===== src/rtl/divider_scheduler_if.sv =====
// rtl/divider_scheduler_if.sv - configuration handshake bundle for divider_scheduler
interface divider_scheduler_if #(
    parameter int CHAN_WIDTH = 2,
    parameter int CNT_WIDTH  = 16
);
    logic                  cfg_valid;
    logic                  cfg_ready;
    logic [CHAN_WIDTH-1:0] cfg_chan;
    logic [CNT_WIDTH-1:0]  cfg_period;
    logic                  cfg_enable;

    modport master (
        output cfg_valid,
        input  cfg_ready,
        output cfg_chan,
        output cfg_period,
        output cfg_enable
    );

    modport slave (
        input  cfg_valid,
        output cfg_ready,
        input  cfg_chan,
        input  cfg_period,
        input  cfg_enable
    );
endinterface


===== src/rtl/divider_scheduler.sv =====
// rtl/divider_scheduler.sv - shared-prescaler multi-channel clock divider with tick-aligned config
module divider_scheduler #(
    parameter int CHANNELS   = 4,
    parameter int PRESCALE   = 12000,
    parameter int PRE_WIDTH  = 14,
    parameter int CNT_WIDTH  = 16,
    parameter int CHAN_WIDTH = 2
) (
    input  logic                 input_clk,
    input  logic                 input_rst,
    divider_scheduler_if.slave   cfg,
    output logic                 tick,
    output logic [CHANNELS-1:0]  output_clk,
    output logic [CHANNELS-1:0]  chan_active
);

    localparam logic [PRE_WIDTH-1:0] PRE_MAX = PRE_WIDTH'(PRESCALE - 1);

    typedef enum logic {
        IDLE    = 1'b0,
        PENDING = 1'b1
    } state_t;

    state_t                r_state;
    state_t                w_state_nxt;
    logic                  w_ready;
    logic                  w_accept;
    logic                  w_apply;

    logic [PRE_WIDTH-1:0]  r_pre;
    logic                  r_tick;

    logic [CHAN_WIDTH-1:0] r_chan;
    logic [CNT_WIDTH-1:0]  r_cfg_period;
    logic                  r_cfg_enable;

    logic [CNT_WIDTH-1:0]  r_period [CHANNELS];
    logic [CNT_WIDTH-1:0]  r_count  [CHANNELS];
    logic [CHANNELS-1:0]   r_out;
    logic [CHANNELS-1:0]   r_active;

    // tick is registered so it is high for the cycle after the counter sits at PRE_MAX
    always_ff @(posedge input_clk or posedge input_rst) begin
        if (input_rst) begin
            r_pre  <= '0;
            r_tick <= 1'b0;
        end else begin
            r_tick <= (r_pre == PRE_MAX);
            r_pre  <= (r_pre == PRE_MAX) ? '0 : r_pre + PRE_WIDTH'(1);
        end
    end

    always_ff @(posedge input_clk or posedge input_rst) begin
        if (input_rst) begin
            r_state <= IDLE;
        end else begin
            r_state <= w_state_nxt;
        end
    end

    always_comb begin
        w_state_nxt = r_state;
        w_ready     = 1'b0;
        w_accept    = 1'b0;
        w_apply     = 1'b0;
        case (r_state)
            IDLE: begin
                w_ready = 1'b1;
                if (cfg.cfg_valid) begin
                    w_accept    = 1'b1;
                    w_state_nxt = PENDING;
                end
            end
            PENDING: begin
                if (r_tick) begin
                    w_apply     = 1'b1;
                    w_state_nxt = IDLE;
                end
            end
            default: w_state_nxt = IDLE;
        endcase
    end

    always_ff @(posedge input_clk or posedge input_rst) begin
        if (input_rst) begin
            r_chan       <= '0;
            r_cfg_period <= '0;
            r_cfg_enable <= 1'b0;
        end else if (w_accept) begin
            r_chan       <= cfg.cfg_chan;
            r_cfg_period <= cfg.cfg_period;
            r_cfg_enable <= cfg.cfg_enable;
        end
    end

    // An apply to a channel takes precedence over its own tick update; out-of-range channels match nothing
    always_ff @(posedge input_clk or posedge input_rst) begin
        if (input_rst) begin
            for (int c = 0; c < CHANNELS; c++) begin
                r_period[c] <= '0;
                r_count[c]  <= '0;
            end
            r_out    <= '0;
            r_active <= '0;
        end else begin
            for (int c = 0; c < CHANNELS; c++) begin
                if (w_apply && (int'(r_chan) == c)) begin
                    r_period[c] <= r_cfg_period;
                    r_out[c]    <= 1'b0;
                    if (r_cfg_enable && (r_cfg_period != '0)) begin
                        r_count[c]  <= r_cfg_period - CNT_WIDTH'(1);
                        r_active[c] <= 1'b1;
                    end else begin
                        r_count[c]  <= '0;
                        r_active[c] <= 1'b0;
                    end
                end else if (r_tick && r_active[c] && (r_period[c] != '0)) begin
                    if (r_count[c] == '0) begin
                        r_out[c]   <= ~r_out[c];
                        r_count[c] <= r_period[c] - CNT_WIDTH'(1);
                    end else begin
                        r_count[c] <= r_count[c] - CNT_WIDTH'(1);
                    end
                end
            end
        end
    end

    assign cfg.cfg_ready = w_ready;
    assign tick          = r_tick;
    assign output_clk    = r_out;
    assign chan_active   = r_active;

endmodule


===== src/flat_wrapper.sv =====
// flat-port wrapper written by rule: the top's interface ports become plain ports
module divider_scheduler_flat 
#(
    parameter int CHANNELS   = 4,
    parameter int PRESCALE   = 12000,
    parameter int PRE_WIDTH  = 14,
    parameter int CNT_WIDTH  = 16,
    parameter int CHAN_WIDTH = 2
)
  (input_clk, input_rst, tick, output_clk, chan_active, cfg_cfg_valid, cfg_cfg_ready, cfg_cfg_chan, cfg_cfg_period, cfg_cfg_enable);
  divider_scheduler_if #(.CHAN_WIDTH(CHAN_WIDTH), .CNT_WIDTH(CNT_WIDTH)) cfg_i ();
  input  logic input_clk;
  input  logic input_rst;
  output logic tick;
  output logic [CHANNELS-1:0] output_clk;
  output logic [CHANNELS-1:0] chan_active;
  input wire logic [$bits(cfg_i.cfg_valid)-1:0] cfg_cfg_valid;
  output wire logic [$bits(cfg_i.cfg_ready)-1:0] cfg_cfg_ready;
  input wire logic [$bits(cfg_i.cfg_chan)-1:0] cfg_cfg_chan;
  input wire logic [$bits(cfg_i.cfg_period)-1:0] cfg_cfg_period;
  input wire logic [$bits(cfg_i.cfg_enable)-1:0] cfg_cfg_enable;
  assign cfg_i.cfg_valid = cfg_cfg_valid;
  assign cfg_cfg_ready = cfg_i.cfg_ready;
  assign cfg_i.cfg_chan = cfg_cfg_chan;
  assign cfg_i.cfg_period = cfg_cfg_period;
  assign cfg_i.cfg_enable = cfg_cfg_enable;
  divider_scheduler #(.CHANNELS(CHANNELS), .PRESCALE(PRESCALE), .PRE_WIDTH(PRE_WIDTH), .CNT_WIDTH(CNT_WIDTH), .CHAN_WIDTH(CHAN_WIDTH)) u_core (.input_clk(input_clk), .input_rst(input_rst), .cfg(cfg_i), .tick(tick), .output_clk(output_clk), .chan_active(chan_active));
endmodule

===== config.mk =====
export PLATFORM = sky130hd
export DESIGN_NAME = divider_scheduler_flat
export DESIGN_NICKNAME = d
export VERILOG_FILES = /design/src/rtl/divider_scheduler_if.sv /design/src/rtl/divider_scheduler.sv /design/src/flat_wrapper.sv
export SDC_FILE = /design/constraint.sdc
export NUM_CORES = 1
export LEC_CHECK = 0
export BUFFER_PORTS_ARGS = -buffer_cell sky130_fd_sc_hd__buf_4
export CORE_MARGIN = 2
export CORE_UTILIZATION = 30
export DETAILED_ROUTE_END_ITERATION = 10
export GPL_TIMING_DRIVEN = 0
export PLACE_DENSITY = 0.44
export SLEW_MARGIN = 20
export SYNTH_ARGS = -nofsm -noshare
export SYNTH_HDL_FRONTEND = slang
export SYNTH_SLANG_ARGS = --single-unit

===== constraint.sdc =====
create_clock -name input_clk -period 15.9 [get_ports input_clk]
set_clock_uncertainty 0.15 [all_clocks]
set_input_delay 1.59 -clock input_clk [delete_from_list [all_inputs] [get_ports input_clk]]
set_output_delay 1.59 -clock input_clk [all_outputs]
set_load 0.1 [all_outputs]

==> results summary <==
The run finished with clean final reports. The critical path in this run is classified as reg -> reg. The initial cell density of the core came out at 30.5%. The total leakage power is 5.29 nW. The area of the die came out at 34700 um^2. Of all flip-flops after synthesis, the portion carrying an async set or reset was 100%. The standard cell core area is 32600 um^2. The placed instance count is 1693. The required time of the worst setup path is 16.10 ns.

In the synthesized netlist, the cells that appear most often are nand2_1, dfrtp_1, nor2_1, o21ai_0, a21oi_1. The worst setup path is captured at a register. The total number of vias is 9489. The initial DRC count is 822.

The post-CTS clock slew at the launch and capture registers of the worst setup and hold paths is 0.08 ns. The net count after synthesis came out at 1247. The first-pass GRT wire length is 55.1 mm. The origin of the worst setup path is u_core.r_count[18].

The clock period minus final worst setup slack is 4.19 ns. The class of the most critical hold timing path is reg -> reg. The final count of pins violating max slew was 0. The repair_antennas step left the layout with diodes totalling 0. During placement, the flow inserted port buffers numbering 31. The final total negative setup slack came out at 0 ns. After detailed routing, the average wire length per cell comes to 20.8 um. The clock reaches the later pin of the worst-skew pair after 0.46 ns. By area the synthesized netlist is led by dfrtp_1, nand2_1, nor2_1, o21ai_0, a21oi_1. The cell count after synthesis came out at 1219. The achievable frequency came out at 0.239 GHz. Setup violations remaining at the end of the flow were counted as 0. The final critical path takes up 26.3% of the cycle. The weighted congestion reported at the end of routability-driven placement came out at 0.831. The worst setup path is launched from a register. For the pin with the worst max-slew slack, the measured transition is 1.12 ns. In this run the post-CTS setup repair buffer count came out at 0. The synthesized design spends more area on one cell type than any other, namely dfrtp_1. Along the worst path, the maximum fanout reaches 10. The die boundary height came out at 186 um. The area growth from synthesis to layout is 14.5%. The most used flip-flop cell after synthesis is dfrtp_1. Counting every sink on the clock net gives 171. The cell sitting at the root of the clock tree is a clkbuf_16. The number of enable flip-flop cells after synthesis is 0.

Entering global routing, the biggest net connects 92 pins. The capturing element of the worst setup path is u_core.r_count[30]. The number of global-route vias before repair came out at 8856. The register bit count reported by yosys is 171. The largest voltage drop on the vdd net is 72.6 uV. The worst slew slack as a fraction of its limit is 25.2%. The number of cell rows came out at 66. The detailed-route wire length is 35.8 mm. The aggregate global-route resource usage came out at 21.3%.

The count of warnings emitted by yosys is 0. The HPWL after detailed placement is 24.3 mm. The pre-antenna-repair detailed-routing pass consisted of 5 iterations.

Summed over all layers, the global routing overflow is 0. At the end of the flow, the number of nets in the layout was 1298. During I/O placement, the number of pins put on the boundary was 32. The number of clock buffers added by TritonCTS is 17. The detail route stage leaves a number of antenna-violating nets equal to 0. The mean area per synthesized cell is 8.17 um^2. The mapped netlist covers 9960 um^2. The origin of the critical flop-to-flop path is u_core.r_count[18].

The number of failing hold endpoints at the final stage is 0. In this run the critical register-to-register path is captured at u_core.r_count[30]. The ratio of cells with drive above 1 in the final layout is 9.28%. The total power of the final layout is 0.934 mW. The tool flagged a number of max-cap violations equal to 0. The power per standard cell area came out at 81.8 nW/um^2. The die is 186 um wide. The largest buffer count on any clock path is 2. Yosys instantiated no cell more often than nand2_1. After synthesis, the largest area contributor takes up 42.9% of total cell area. The worst-case register-to-register setup slack is 11.71 ns. The via density per instance came out at 5.50. Setup repair after global routing left no endpoint under its margin. The TritonCTS clock tree is yes. The DRC violation count after routing came out at 0. In this run, distinct cell masters in the synthesized netlist total 73.

The sequential area share after synthesis came out at 42.9%. The arrival time of data at the critical path endpoint is 4.39 ns. The finished layout holds 1725 standard cells, fillers aside. The post-cts resize count came out at 0. The initial antenna violation count came out at 0. The level count of the clock H-tree came out at 4. Buffers inserted to repair hold after CTS numbered 0. The count of cells along the worst register-to-register path is 14.
[placed cells by master (no fill, tap or decap), types with 10 or more instances in the layout]
master	synthesis	routed
nand3_1	30	30
a22oi_1	14	14
buf_4	1	32
o22ai_1	15	15
nor4_1	26	26
nand2_1	265	265
or4_1	11	11
xnor2_1	19	19
or3_1	18	18
and3_1	11	11
mux2_2	19	19
o211ai_1	17	17
inv_1	11	10
o21ai_0	80	79
clkbuf_16	0	17
dfrtp_1	171	171
a21oi_1	67	67
nor3_1	42	41
nor2_1	130	130
a211oi_1	10	10
clkbuf_1	53	55
a31oi_1	21	21
[worst min-delay path by stage]
stage,startpoint,endpoint,cells after the start,slack (ns)
3_5_place_dp,u_core.r_pre[0],u_core.r_pre[0],1,0.34
6_report,u_core.r_pre[0],u_core.r_pre[0],1,0.34
4_1_cts,u_core.r_pre[0],u_core.r_pre[0],1,0.35
2_1_floorplan,u_core.r_pre[0],u_core.r_pre[0],1,0.30
5_1_grt,u_core.r_pre[4],u_core.r_pre[4],1,0.37
3_3_place_gp,u_core.r_pre[0],u_core.r_pre[0],1,0.33
[stage by stage]
step	area, um^2	setup slack (ns)	hold WS, ns	utilization, %
5_1_grt	11400	11.41	0.374	35.0
6_report	11400	11.71	0.338	35.0
2_1_floorplan	9960	9.53	0.303	-
4_1_cts	11400	11.80	0.348	35.0
3_3_place_gp	10800	6.92	0.331	33.0
3_5_place_dp	10800	11.83	0.339	33.1
[layer usage]
layer  routed length, um  global-route usage [%]
met5                   0                       0
met4                 932                    8.03
met2               15800                    32.4
met1               17600                    31.0
met3                1530                    2.45
[state kept, by name, indices dropped and copies added (netlist names)]
| signal | flops |
|---|---|
| u_core.r_cfg_enable | 1 |
| u_core.r_state | 1 |
| u_core.r_pre | 14 |
| u_core.r_period | 64 |
| u_core.r_cfg_period | 16 |
| u_core.tick | 1 |
| u_core.r_count | 64 |
| u_core.chan_active | 4 |
| u_core.r_chan | 2 |
| u_core.output_clk | 4 |
[critical path, stage by stage, from the launching register on]
cell	delay [ns]
dfrtp_1	0.41
or3_1	0.20
or3_1	0.12
clkbuf_1	0.36
nor2_1	0.20
buf_2	0.26
a21oi_1	0.22
ha_1	0.23
or3b_1	0.36
clkbuf_1	0.18
nor3_1	0.24
o2111ai_1	0.29
nor4_1	0.51
a31oi_1	0.15
a22o_1	0.21
[layout make-up]
type,count,area [um^2]
flip-flops and latches,171,4280
clock inverters,11,160
plain buffers,69,283
multi-input cells,968,5370
well taps,442,553
repair buffers,32,260
clock buffers,21,460
fillers,3444,21200
inverters,11,48.8
[where the power goes]
part	switching (mW)	total (mW)	internal (mW)
Combinational	0.0269	0.0364	0.00945
Sequential	0.00259	0.440	0.437
Clock	0.199	0.458	0.259
Total	0.228	0.934	0.705
[kinds of logic (layout without fill, tap and decap cells)]
logic type | Yosys count | in the layout | synth area share, %
simple gates | 601 | 601 | 28.0
compound gates | 306 | 306 | 19.6
flops | 171 | 171 | 42.9
buf+inv | 80 | 144 | 3.25
xor+xnor | 28 | 28 | 2.46
mux | 27 | 27 | 3.00
fa+ha+maj | 6 | 6 | 0.753
Power figures use the tool's default switching activity.
